`src/rtl/sync_fifo_pro.sv`:
```
// Single-clock FIFO of any depth with watermarks, occupancy count and sticky errors.
// Data is valid one edge after the accepted read (zero in FWFT); a full FIFO rejects writes and flags overflow.
module sync_fifo_pro #(
  parameter int DATA_WIDTH = 8,
  parameter int DEPTH      = 16,
  parameter int AF_LEVEL   = DEPTH - 2,
  parameter int AE_LEVEL   = 2,
  parameter bit FWFT       = 1'b0,
  parameter int CNT_WIDTH  = $clog2(DEPTH + 1)
) (
  input  logic                  clk,
  input  logic                  rst_n,
  input  logic [DATA_WIDTH-1:0] data_in,
  input  logic                  w_en,
  input  logic                  r_en,
  input  logic                  clr_err,
  output logic [DATA_WIDTH-1:0] data_out,
  output logic                  rd_valid,
  output logic                  full,
  output logic                  empty,
  output logic                  almost_full,
  output logic                  almost_empty,
  output logic [CNT_WIDTH-1:0]  count,
  output logic                  overflow,
  output logic                  underflow
);

  localparam int PTR_WIDTH = (DEPTH > 1) ? $clog2(DEPTH) : 1;

  generate
    if (DATA_WIDTH < 1 || DEPTH < 2 || AF_LEVEL < 1 || AF_LEVEL > DEPTH ||
        AE_LEVEL < 0 || AE_LEVEL > DEPTH - 1) begin : g_bad_params
      $error("sync_fifo_pro: illegal parameter combination");
    end
  endgenerate

  logic [DATA_WIDTH-1:0] mem [DEPTH];
  logic [PTR_WIDTH-1:0]  wr_ptr;
  logic [PTR_WIDTH-1:0]  rd_ptr;
  logic [CNT_WIDTH-1:0]  cnt_q;
  logic                  wr_acc;
  logic                  rd_acc;

  function automatic logic [PTR_WIDTH-1:0] ptr_inc(input logic [PTR_WIDTH-1:0] p);
    return (p == PTR_WIDTH'(DEPTH - 1)) ? '0 : p + 1'b1;
  endfunction

  // Flags derive only from the registered count, so they never depend on this cycle's requests.
  assign count        = cnt_q;
  assign full         = (cnt_q == CNT_WIDTH'(DEPTH));
  assign empty        = (cnt_q == '0);
  assign almost_full  = (cnt_q >= CNT_WIDTH'(AF_LEVEL));
  assign almost_empty = (cnt_q <= CNT_WIDTH'(AE_LEVEL));

  assign wr_acc = w_en && !full;
  assign rd_acc = r_en && !empty;

  always_ff @(posedge clk) begin
    if (!rst_n) begin
      wr_ptr    <= '0;
      rd_ptr    <= '0;
      cnt_q     <= '0;
      overflow  <= 1'b0;
      underflow <= 1'b0;
    end else begin
      if (wr_acc) wr_ptr <= ptr_inc(wr_ptr);
      if (rd_acc) rd_ptr <= ptr_inc(rd_ptr);
      case ({wr_acc, rd_acc})
        2'b10:   cnt_q <= cnt_q + 1'b1;
        2'b01:   cnt_q <= cnt_q - 1'b1;
        default: cnt_q <= cnt_q;
      endcase
      // A new error in the same cycle as clr_err keeps the flag set.
      if (w_en && full)  overflow <= 1'b1;
      else if (clr_err)  overflow <= 1'b0;
      if (r_en && empty) underflow <= 1'b1;
      else if (clr_err)  underflow <= 1'b0;
    end
  end

  always_ff @(posedge clk) begin
    if (rst_n && wr_acc) mem[wr_ptr] <= data_in;
  end

  generate
    if (FWFT) begin : g_fwft
      assign data_out = mem[rd_ptr];
      assign rd_valid = !empty;
    end else begin : g_std
      logic [DATA_WIDTH-1:0] dout_q;
      logic                  rvld_q;

      always_ff @(posedge clk) begin
        if (!rst_n) begin
          dout_q <= '0;
          rvld_q <= 1'b0;
        end else begin
          rvld_q <= rd_acc;
          if (rd_acc) dout_q <= mem[rd_ptr];
        end
      end

      assign data_out = dout_q;
      assign rd_valid = rvld_q;
    end
  endgenerate

endmodule

```
`config.mk`:
```
export PLATFORM = sky130hd
export DESIGN_NAME = sync_fifo_pro
export DESIGN_NICKNAME = d
export VERILOG_FILES = /design/src/rtl/sync_fifo_pro.sv
export SDC_FILE = /design/constraint.sdc
export NUM_CORES = 1
export LEC_CHECK = 0
export CELL_PAD_IN_SITES_DETAIL_PLACEMENT = 1
export CELL_PAD_IN_SITES_GLOBAL_PLACEMENT = 1
export CORE_ASPECT_RATIO = 0.9
export CORE_MARGIN = 4
export CORE_UTILIZATION = 51
export DETAILED_ROUTE_END_ITERATION = 12
export GPL_TIMING_DRIVEN = 0
export HOLD_SLACK_MARGIN = 0.06
export PLACE_DENSITY = 0.9
export SLEW_MARGIN = 10
export SYNTH_ARGS = -nofsm -noshare
export SYNTH_HDL_FRONTEND = slang
export SYNTH_SLANG_ARGS = --single-unit
```
`constraint.sdc`:
```
create_clock -name clk -period 3.6 [get_ports clk]
set_clock_uncertainty 0.2 [all_clocks]
set_input_delay 0.36 -clock clk [delete_from_list [all_inputs] [get_ports clk]]
set_output_delay 0.36 -clock clk [all_outputs]
set_load 0.02 [all_outputs]
```
=== Word level (Yosys, flattened, before mapping) ===
Memory sizes are Yosys's and may differ from the RTL's. A register that Yosys moved wholly into a read port is not among the register bits.
Index checks and enable logic that the tools add are counted.

* Bits in registers: 16
* RAM bits: 128
* Input port bits: 13
* Logic and storage cells: 38
* Memories kept: 1

* $add $sub $neg: 4
* Order comparisons: 2
* Equality and inequality tests: 5
* Muxes and demuxes: 8
* Reductions and logical operators: 12

{| class="wikitable"
|+ Memory list
! memory !! words !! width !! rd ports !! clocked after memory_dff !! wr ports !! line !! text
|-
| mem || 16 || 8 || 1 || 1 || 1 || 37 || <nowiki>logic [DATA_WIDTH-1:0] mem [DEPTH];</nowiki>
|}

{| class="wikitable"
|+ Operators with widths
! cell !! count
|-
| 5-bit one-hot mux with 2 select lines || 1
|-
| 4-bit by 1-bit adder with 4-bit output, second input constant || 2
|-
| 4-bit equality test, second input constant || 2
|-
| 4-bit two-way mux || 2
|-
| 2-bit nonzero test || 3
|-
| 5-bit by 1-bit adder with 5-bit output, second input constant || 1
|-
| 5-bit equality test, second input constant || 1
|-
| 5-bit by 4-bit >= comparator with 1-bit output, second input constant || 1
|-
| 5-bit by 2-bit <= comparator with 1-bit output, second input constant || 1
|-
| 1-bit logical AND || 5
|-
| 5-bit zero test || 1
|-
| 1-bit two-way mux || 5
|-
| 5-bit by 1-bit subtractor with 5-bit output, second input constant || 1
|-
| 1-bit zero test || 3
|-
| 2-bit by 1-bit equality test with 1-bit output, second input constant || 1
|-
| 2-bit equality test, second input constant || 1
|}

=== Depth between registers and ports, before layout ===
* Depth in word-level cells: 6
* Mapped depth: 13
* Gate-level depth less buffers: 12

=== Least setup slack after synthesis ===
Ideal clock, no wire load.

* Path type: register to register
* Start: reg cnt_q[0] (netlist: count[0])
* End: reg cnt_q[4] (netlist: count[4])
* Arrival time: 2.885 ns
* Path slack: 0.396 ns
* Cell stages (with the launch flop): 13
* Path buffers: 1
* Period minus slack after synthesis: 3.204 ns
* Path through: dfxtp_1 -> nor4_2 -> and2_1 -> nand2b_2 -> inv_2 -> buf_2 -> ha_1 -> ha_1 -> nor2b_1 -> o21ai_0 -> a21oi_1 -> or3b_1 -> mux2i_1

* Longest elaborated chain between the ends: 5
* Elaborated cells between the ends (all ways): 12
* Those cells by class: add/sub: 2; eq/ne: 3; mux: 1; reduce/logical: 6

{| class="wikitable"
|+ Ends and longest elaborated chain
! what !! line !! text
|-
| start, declared || 40 || <nowiki>logic [CNT_WIDTH-1:0] cnt_q;</nowiki>
|-
| start signal, assigned || 69 || <nowiki>2'b10: cnt_q <= cnt_q + 1'b1;</nowiki>
|-
| start signal, assigned || 70 || <nowiki>2'b01: cnt_q <= cnt_q - 1'b1;</nowiki>
|-
| start signal, assigned || 71 || <nowiki>default: cnt_q <= cnt_q;</nowiki>
|-
| 5-bit zero test (*) || 51 || <nowiki>assign empty = (cnt_q == '0);</nowiki>
|-
| named net empty || 20 || <nowiki>output logic empty,</nowiki>
|-
| 1-bit zero test (*) || 56 || <nowiki>assign rd_acc = r_en && !empty;</nowiki>
|-
| 1-bit logical AND (*) || 56 ||
|-
| named net rd_acc || 42 || <nowiki>logic rd_acc;</nowiki>
|-
| 2-bit by 1-bit equality test with 1-bit output or 2-bit equality test (tied branches) || 68 || <nowiki>case ({wr_acc, rd_acc})</nowiki>
|-
| 5-bit one-hot mux with 2 select lines or 2-bit nonzero test (tied branches) || - ||
|}

The timed path passes the listed nets; every way through them passes the cells marked *.
A chain may end at the register's enable or synchronous reset.

=== Worst setup path after layout ===
* Start: reg cnt_q[0] (netlist: count[0])
* End: reg cnt_q[4] (netlist: count[4])

* Longest elaborated chain between the ends: 5
* Elaborated cells between the ends (all ways): 12
* Those cells by class: add/sub: 2; eq/ne: 3; mux: 1; reduce/logical: 6

{| class="wikitable"
|+ Ends and longest elaborated chain
! what !! line
|-
| 5-bit zero test (*) || 51
|-
| 1-bit zero test (*) || 56
|-
| 1-bit logical AND (*) || 56
|-
| named net rd_acc || 42
|-
| 2-bit by 1-bit equality test with 1-bit output or 2-bit equality test (tied branches) || 68
|-
| 5-bit one-hot mux with 2 select lines or 2-bit nonzero test (tied branches) || -
|}

Marks and branches as above.

==> impl_results.html <==
<table>
<tr><th>Metric</th><th>Value</th></tr>
<tr><th colspan="2">Setup path</th></tr>
<tr><td>Critical path's most frequent cell</td><td>sky130_fd_sc_hd__ha_1</td></tr>
<tr><td>Kind of cell with the highest combined delay on the critical path</td><td>simple AND/OR/NAND/NOR gates</td></tr>
<tr><td>Number of buffer and inverter instances along the worst setup path</td><td>2</td></tr>
<tr><td>Worst-path maximum fanout</td><td>10</td></tr>
<tr><td>Startpoint-to-endpoint class of the critical path</td><td>flop to flop</td></tr>
<tr><td>Source of the worst register-to-register timing path</td><td>count[0]$_SDFFE_PN0P_</td></tr>
<tr><td>Arrival time worst endpoint</td><td>3.50 ns</td></tr>
<tr><td>Crit path cell chain</td><td>nor4_4 -&gt; and2_1 -&gt; nand2b_2 -&gt; inv_2 -&gt; buf_2 -&gt; ha_1 -&gt; ha_1 -&gt; nor2b_1 -&gt; o21ai_0 -&gt; a21oi_1 -&gt; or3b_1 -&gt; mux2i_1</td></tr>
<tr><td>Launch point of the worst path</td><td>count[0]$_SDFFE_PN0P_</td></tr>
<tr><td>Largest stage delay on the critical path</td><td>0.40 ns</td></tr>
<tr><td>Setup crit start kind</td><td>flop</td></tr>
<tr><td>Worst setup EP type</td><td>flop</td></tr>
<tr><td>Critical path data required time</td><td>3.70 ns</td></tr>
<tr><td>Worst path slowest cell</td><td>sky130_fd_sc_hd__or3b_1</td></tr>
<tr><th colspan="2">Clock tree</th></tr>
<tr><td>Cell at the root of the clock tree</td><td>sky130_fd_sc_hd__clkbuf_16</td></tr>
<tr><td>Clk_lat worst skew</td><td>0.41 ns</td></tr>
<tr><td>Post-CTS clock slew at the launch and capture registers of the worst setup and hold paths</td><td>0.06 ns</td></tr>
<tr><td>Hold Buf Count CTS</td><td>0</td></tr>
<tr><td>Count of clock tree sinks</td><td>152</td></tr>
<tr><td>CTS tree</td><td>built</td></tr>
<tr><td>Clock buffers created by TritonCTS</td><td>17</td></tr>
<tr><td>Number of H-tree branching levels</td><td>4</td></tr>
<tr><td>Maximum buffer depth of the clock tree</td><td>2</td></tr>
<tr><td>CTS resizes</td><td>0</td></tr>
<tr><td>Count of buffers added by post-CTS timing repair for setup</td><td>0</td></tr>
<tr><th colspan="2">Timing</th></tr>
<tr><td>Achievable Freq</td><td>0.295 GHz</td></tr>
<tr><td>Final number of setup-violating endpoints</td><td>0</td></tr>
<tr><td>Post-route minimum period</td><td>3.39 ns</td></tr>
<tr><td>Final period util</td><td>94.3%</td></tr>
<tr><td>Setup Total Neg Slack</td><td>0 ns</td></tr>
<tr><td>Setup repair after global routing missed its margin</td><td>false</td></tr>
<tr><td>Count of final hold-check violations</td><td>0</td></tr>
<tr><td>Slew at the pin closest to its max-slew limit</td><td>0.909 ns</td></tr>
<tr><td>Final slew viol count</td><td>0</td></tr>
<tr><td>Relative slew slack</td><td>39.2%</td></tr>
<tr><th colspan="2">Floorplanning</th></tr>
<tr><td>Die W</td><td>124 um</td></tr>
<tr><td>Die area</td><td>14000 um2</td></tr>
<tr><td>Area of the core</td><td>11700 um2</td></tr>
<tr><td>Effective utilization at floorplan</td><td>53.0%</td></tr>
<tr><td>Vert. Die Dim</td><td>112 um</td></tr>
<tr><td>Cell Rows</td><td>37</td></tr>
<tr><td>Number of ports placed on the die boundary</td><td>33</td></tr>
<tr><th colspan="2">Placed design</th></tr>
<tr><td>Port Buffers</td><td>31</td></tr>
<tr><td>Half-perimeter wire length of the detailed placement result</td><td>9700 um</td></tr>
<tr><td>RePlAce Congestion</td><td>0.840</td></tr>
<tr><th colspan="2">Final layout</th></tr>
<tr><td>Number of antenna repair diodes</td><td>0</td></tr>
<tr><td>Total Nets Final</td><td>441</td></tr>
<tr><td>Layout Area Growth over Synthesis</td><td>17.9%</td></tr>
<tr><td>Final design utilization</td><td>62.5%</td></tr>
<tr><td>Ratio of cells with drive above 1 in the final layout</td><td>17.2%</td></tr>
<tr><th colspan="2">Synth</th></tr>
<tr><td>Count of flip-flops with a built-in enable after synthesis</td><td>128</td></tr>
<tr><td>Async set-reset flop share out of synthesis</td><td>0%</td></tr>
<tr><td>Post-synthesis sequential area ratio</td><td>69.9%</td></tr>
<tr><td>Mean post-synth cell area</td><td>16.8 um2</td></tr>
<tr><td>Number of library cell types mapped by synthesis</td><td>43</td></tr>
<tr><td>Synth Register Bits</td><td>152</td></tr>
<tr><td>Synth warnings</td><td>0</td></tr>
<tr><td>Net count of the mapped netlist</td><td>391</td></tr>
<tr><td>Syn Inst Count</td><td>368</td></tr>
<tr><td>Cell Area, Synth</td><td>6190 um2</td></tr>
<tr><td>Primary flip-flop cell chosen by synthesis mapping</td><td>sky130_fd_sc_hd__edfxtp_1</td></tr>
<tr><th colspan="2">Power</th></tr>
<tr><td>PwrDens</td><td>699 nW/um2</td></tr>
<tr><td>LEAKAGE</td><td>2.39 nW</td></tr>
<tr><td>Worst IR drop on VDD</td><td>0.550 mV</td></tr>
<tr><th colspan="2">Global route</th></tr>
<tr><td>Vias in the first global route</td><td>3848</td></tr>
<tr><td>First-pass GRT wire length</td><td>23100 um</td></tr>
<tr><td>Antenna violations before repair</td><td>0</td></tr>
<tr><td>Grt total ovfl</td><td>0</td></tr>
<tr><td>Combined global-route utilization of all metal layers</td><td>23.4%</td></tr>
<tr><td>Maximum number of pins on one net before global-route repair</td><td>17</td></tr>
<tr><th colspan="2">Routing</th></tr>
<tr><td>Vias after detailed routing</td><td>3537</td></tr>
<tr><td>DR DRC count</td><td>0</td></tr>
<tr><td>Remaining antenna violation count after routing</td><td>0</td></tr>
<tr><td>Wire per inst</td><td>25.9 um</td></tr>
<tr><td>Number of optimization iterations in the first detailed-route pass</td><td>5</td></tr>
<tr><td>Detailed Route WL</td><td>15200 um</td></tr>
<tr><td>Vias per inst</td><td>6.03</td></tr>
<tr><td>Starting DRT DRC Count</td><td>357</td></tr>
<tr><th colspan="2">Min path</th></tr>
<tr><td>Path type of the worst min-delay path</td><td>input port to flop</td></tr>
<tr><td>Hold path startpoint</td><td>rst_n</td></tr>
<tr><th colspan="2">Run</th></tr>
<tr><td>Max_cap viols</td><td>0</td></tr>
<tr><th colspan="2">Outcome</th></tr>
<tr><td>Run status</td><td>complete, no violations</td></tr>
</table>
[worst register-to-register path: cells and delay by family, from the launching register on]
kind	cells	cell delay (ns)
AND/OR/NAND/NOR	5	1.31
adder cells (fa/ha/maj)	2	0.60
flip-flops	1	0.39
AO/OA/AOI/OAI	2	0.38
buffers and inverters	2	0.27
multiplexers	1	0.13
[logic make-up after synthesis]
family                   synth area share [%]
multiplexers                             13.1
flip-flops                               69.9
XOR/XNOR                                0.708
AND/OR/NAND/NOR                          5.26
adder cells (fa/ha/maj)                  2.14
buffers and inverters                    2.71
AO/OA/AOI/OAI                            6.21
[layout by cell type, fill, tap and decap left out, drive strengths merged, types with 2 or more instances in the layout]
cell / Yosys / final
a21boi: 3 / 3
a21oi: 13 / 13
a22oi: 2 / 2
a311oi: 9 / 9
a41o: 2 / 2
and2: 8 / 8
buf: 14 / 14
clkbuf: 7 / 29
clkdlybuf4s50: 0 / 31
clkinv: 0 / 6
clkinvlp: 0 / 4
dfxtp: 24 / 24
edfxtp: 128 / 128
ha: 9 / 9
inv: 10 / 10
mux2i: 25 / 25
mux4: 24 / 24
nand2: 14 / 14
nand2b: 3 / 3
nand3: 6 / 6
nor2: 22 / 22
nor2b: 5 / 5
nor3: 4 / 4
o21ai: 12 / 12
o22ai: 8 / 8
o311a: 2 / 2
or3b: 2 / 2
xnor2: 2 / 2
xor2: 3 / 3
[where the power goes]
group / internal (mW) / leakage (nW) / switching (mW)
Clock: 0.996 / 0.272 / 0.687
Sequential: 2.02 / 1.35 / 0.106
Combinational: 0.582 / 0.768 / 0.713
[cell usage after synthesis (8+ instances only)]
master / count / area share [%]
sky130_fd_sc_hd__o22ai_1: 8 / 0.81
sky130_fd_sc_hd__dfxtp_1: 24 / 7.8
sky130_fd_sc_hd__mux4_2: 19 / 6.9
sky130_fd_sc_hd__ha_1: 9 / 1.8
sky130_fd_sc_hd__mux2i_1: 25 / 4.0
sky130_fd_sc_hd__a21oi_1: 13 / 1.1
sky130_fd_sc_hd__edfxtp_1: 128 / 62
sky130_fd_sc_hd__nand2_1: 14 / 0.85
sky130_fd_sc_hd__and2_1: 8 / 0.81
sky130_fd_sc_hd__inv_1: 9 / 0.55
sky130_fd_sc_hd__nor2_1: 22 / 1.3
sky130_fd_sc_hd__o21ai_0: 12 / 0.97
[registers in the layout (all words and copies together), names as in the netlist]
register and flops:
rd_ptr 4, overflow 1, data_out 8, count 5
wr_ptr 4, mem 128, rd_valid 1, underflow 1
[path summary, 6_finish.rpt]
path,endpoint,slack (ns),cells past startpoint
worst min-delay path,rd_ptr[1]$_SDFFE_PN0P_,0.19,2
worst min register to register,count[4]$_SDFFE_PN0P_,0.36,2
worst max register to register,count[4]$_SDFFE_PN0P_,0.21,12
worst max-delay path,count[4]$_SDFFE_PN0P_,0.21,12
[stage by stage]
stage	hold slack (ns)	power [mW]	instances	cell area (um2)	worst slack (ns)
6_report	0.185	5.10	587	7290	0.206
3_5_place_dp	0.339	3.42	555	6690	0.228
2_1_floorplan	0.259	2.92	368	6190	0.396
3_3_place_gp	0.314	3.35	555	6690	0.341
4_1_cts	0.161	5.11	587	7270	0.186
5_1_grt	0.177	5.33	587	7290	0.0573
[per-layer routing]
| layer | vias to the layer above | track usage (%) | part of all wire, % |
|---|---|---|---|
| met1 | 1825 | 29.8 | 40 |
| li1 | 1541 | - | - |
| met3 | 31 | 5.69 | 6.0 |
| met4 | 0 | 9.34 | 3.0 |
| met5 | - | 0 | 0 |
| met2 | 140 | 38.4 | 51 |
[layout make-up]
type | count | area [um2]
Clock buffer | 22 | 507
Clock inverter | 10 | 66.3
Tap cell | 156 | 195
Fill cell | 1053 | 4370
Timing Repair Buffer | 31 | 310
Sequential cell | 152 | 4320
Inverter | 10 | 37.5
Buffer | 21 | 130
Multi-Input combinational cell | 185 | 1720
Note: power is estimated with default switching activity, not from simulation.
==> variant (same settings) <==
Set the parameter `DEPTH` to 32 (it was 16).
--- a/src/rtl/sync_fifo_pro.sv
+++ b/src/rtl/sync_fifo_pro.sv
@@ -2,7 +2,7 @@
 // Data is valid one edge after the accepted read (zero in FWFT); a full FIFO rejects writes and flags overflow.
 module sync_fifo_pro #(
   parameter int DATA_WIDTH = 8,
-  parameter int DEPTH      = 16,
+  parameter int DEPTH      = 32,
   parameter int AF_LEVEL   = DEPTH - 2,
   parameter int AE_LEVEL   = 2,
   parameter bit FWFT       = 1'b0,
Ports: changed (resized count); port bits go from 33 to 34. No check against the original RTL was run, so the function may have changed too.
==> variant against the original RTL <==
- power is 67% higher
- area after synthesis up 86%
- worst setup slack got worse by 74 ps
- design area grew 79%
- routed wire length up 96%
- die area up 80%
- sequential cell count is 131 higher
- critical endpoint unchanged
- highest routed layer is now met5
==> variant: results (changes against the original RTL) <==
Final layout
  • Share of post-route cells with drive strength above 1: 19.8% (+2.7 points)
  • Area of the multi-input gates: 3010 um2 (+75%)
  • Clk_buf instances: 33 (+50%)
  • Largest register FFs: 256 (+100%)
  • Clock-cell share of area: 6.67% (-1.2 points)
  • Num sequential: 283 (+86%)
  • Final instance area: 13100 um2 (+79%)
  • Nets: 718 (+63%)
  • Bufs w/o clock: 71 (+37%)

Worst setup path
  • Critical path data arrival time: 3740 ps (+240 ps)
  • Max FO, Critical Path: 11 (+1)
  • Reg2Reg Depth: 14 (+2)
  • Crit path max-delay family: compound AO/OA/AOI/OAI gates
  • CP max-delay cell: or4_4

Logic synthesis
  • Post-synth EDFFs: 256 (+100%)
  • Seq/Total Area, Yosys: 71.3% (+1.4 points)
  • Top post-synthesis cells by area: edfxtp_1 67%, mux4_2 10%, dfxtp_1 4.7%
  • Synth Net Count: 653 (+67%)
  • Post-synth cell types: 61 (+42%)

Detailed routing
  • DR vias/cell: 6.36 (+5.5%)
  • Total number of vias: 6400 (+81%)
  • Drt initial violations: 763 (+110%)
  • Average routed wire per standard cell: 29.6 um (+14%)

Clock tree
  • Clk Latency, worst-skew pair: 560 ps (+150 ps)
  • H-Tree Depth: 1 (-3)
  • Clk buf depth: 3 (+1)

Placement
  • GPL Wtd Cong: 0.843 (+0.38%)
  • Setup WS pre-CTS: -366 ps (-594 ps)
  • Cell count after placement: 954 (+72%)
  • Port-buffer cells: 33 (+6.5%)
  • Cell Area, Placed: 12200 um2 (+83%)

Outcome
  • Status: complete, no violations

GRT
  • Initial antenna violation count: 1 (+1)
  • Total GRT Usage: 24.2% (+0.83 points)

Pwr
  • Max IR drop VDD: 0.000467 V (-15%)
  • Leakage: 0.00416 uW (+74%)
  • P_clk: 2800 uW (+67%)
variant: layer usage:
metal / up-vias / share of wire [%] / global-route usage [%]
li1: 2666 / - / -
met1: 3291 / 38 / 31.3
met2: 344 / 48 / 40.1
met3: 97 / 9.4 / 6.20
met4: 2 / 4.2 / 9.08
met5: - / 0.054 / 0
variant: kinds of logic (layout without fill, tap and decap cells):
| family | Yosys count | count (layout) | synth area share (%) |
|---|---|---|---|
| DFF | 283 | 283 | 71.3 |
| and+or+nand+nor | 116 | 116 | 5.09 |
| muxes | 98 | 98 | 15.5 |
| AOI/OAI and AO/OA | 72 | 72 | 4.11 |
| buffers and inverters | 47 | 133 | 2.61 |
| adders and majority gates | 10 | 10 | 1.08 |
| xor gates and xnor gates | 4 | 4 | 0.304 |
variant: worst min path at each step:
stage,endpoint,slack (ps),depth (start not counted)
after floorplan,mem[0][0],260,0
after detailed placement,data_out[4],330,2
after global routing,mem[27][5],180,1
after global placement,rd_ptr[3],300,2
after CTS,overflow,270,3
final,mem[27][7],160,1
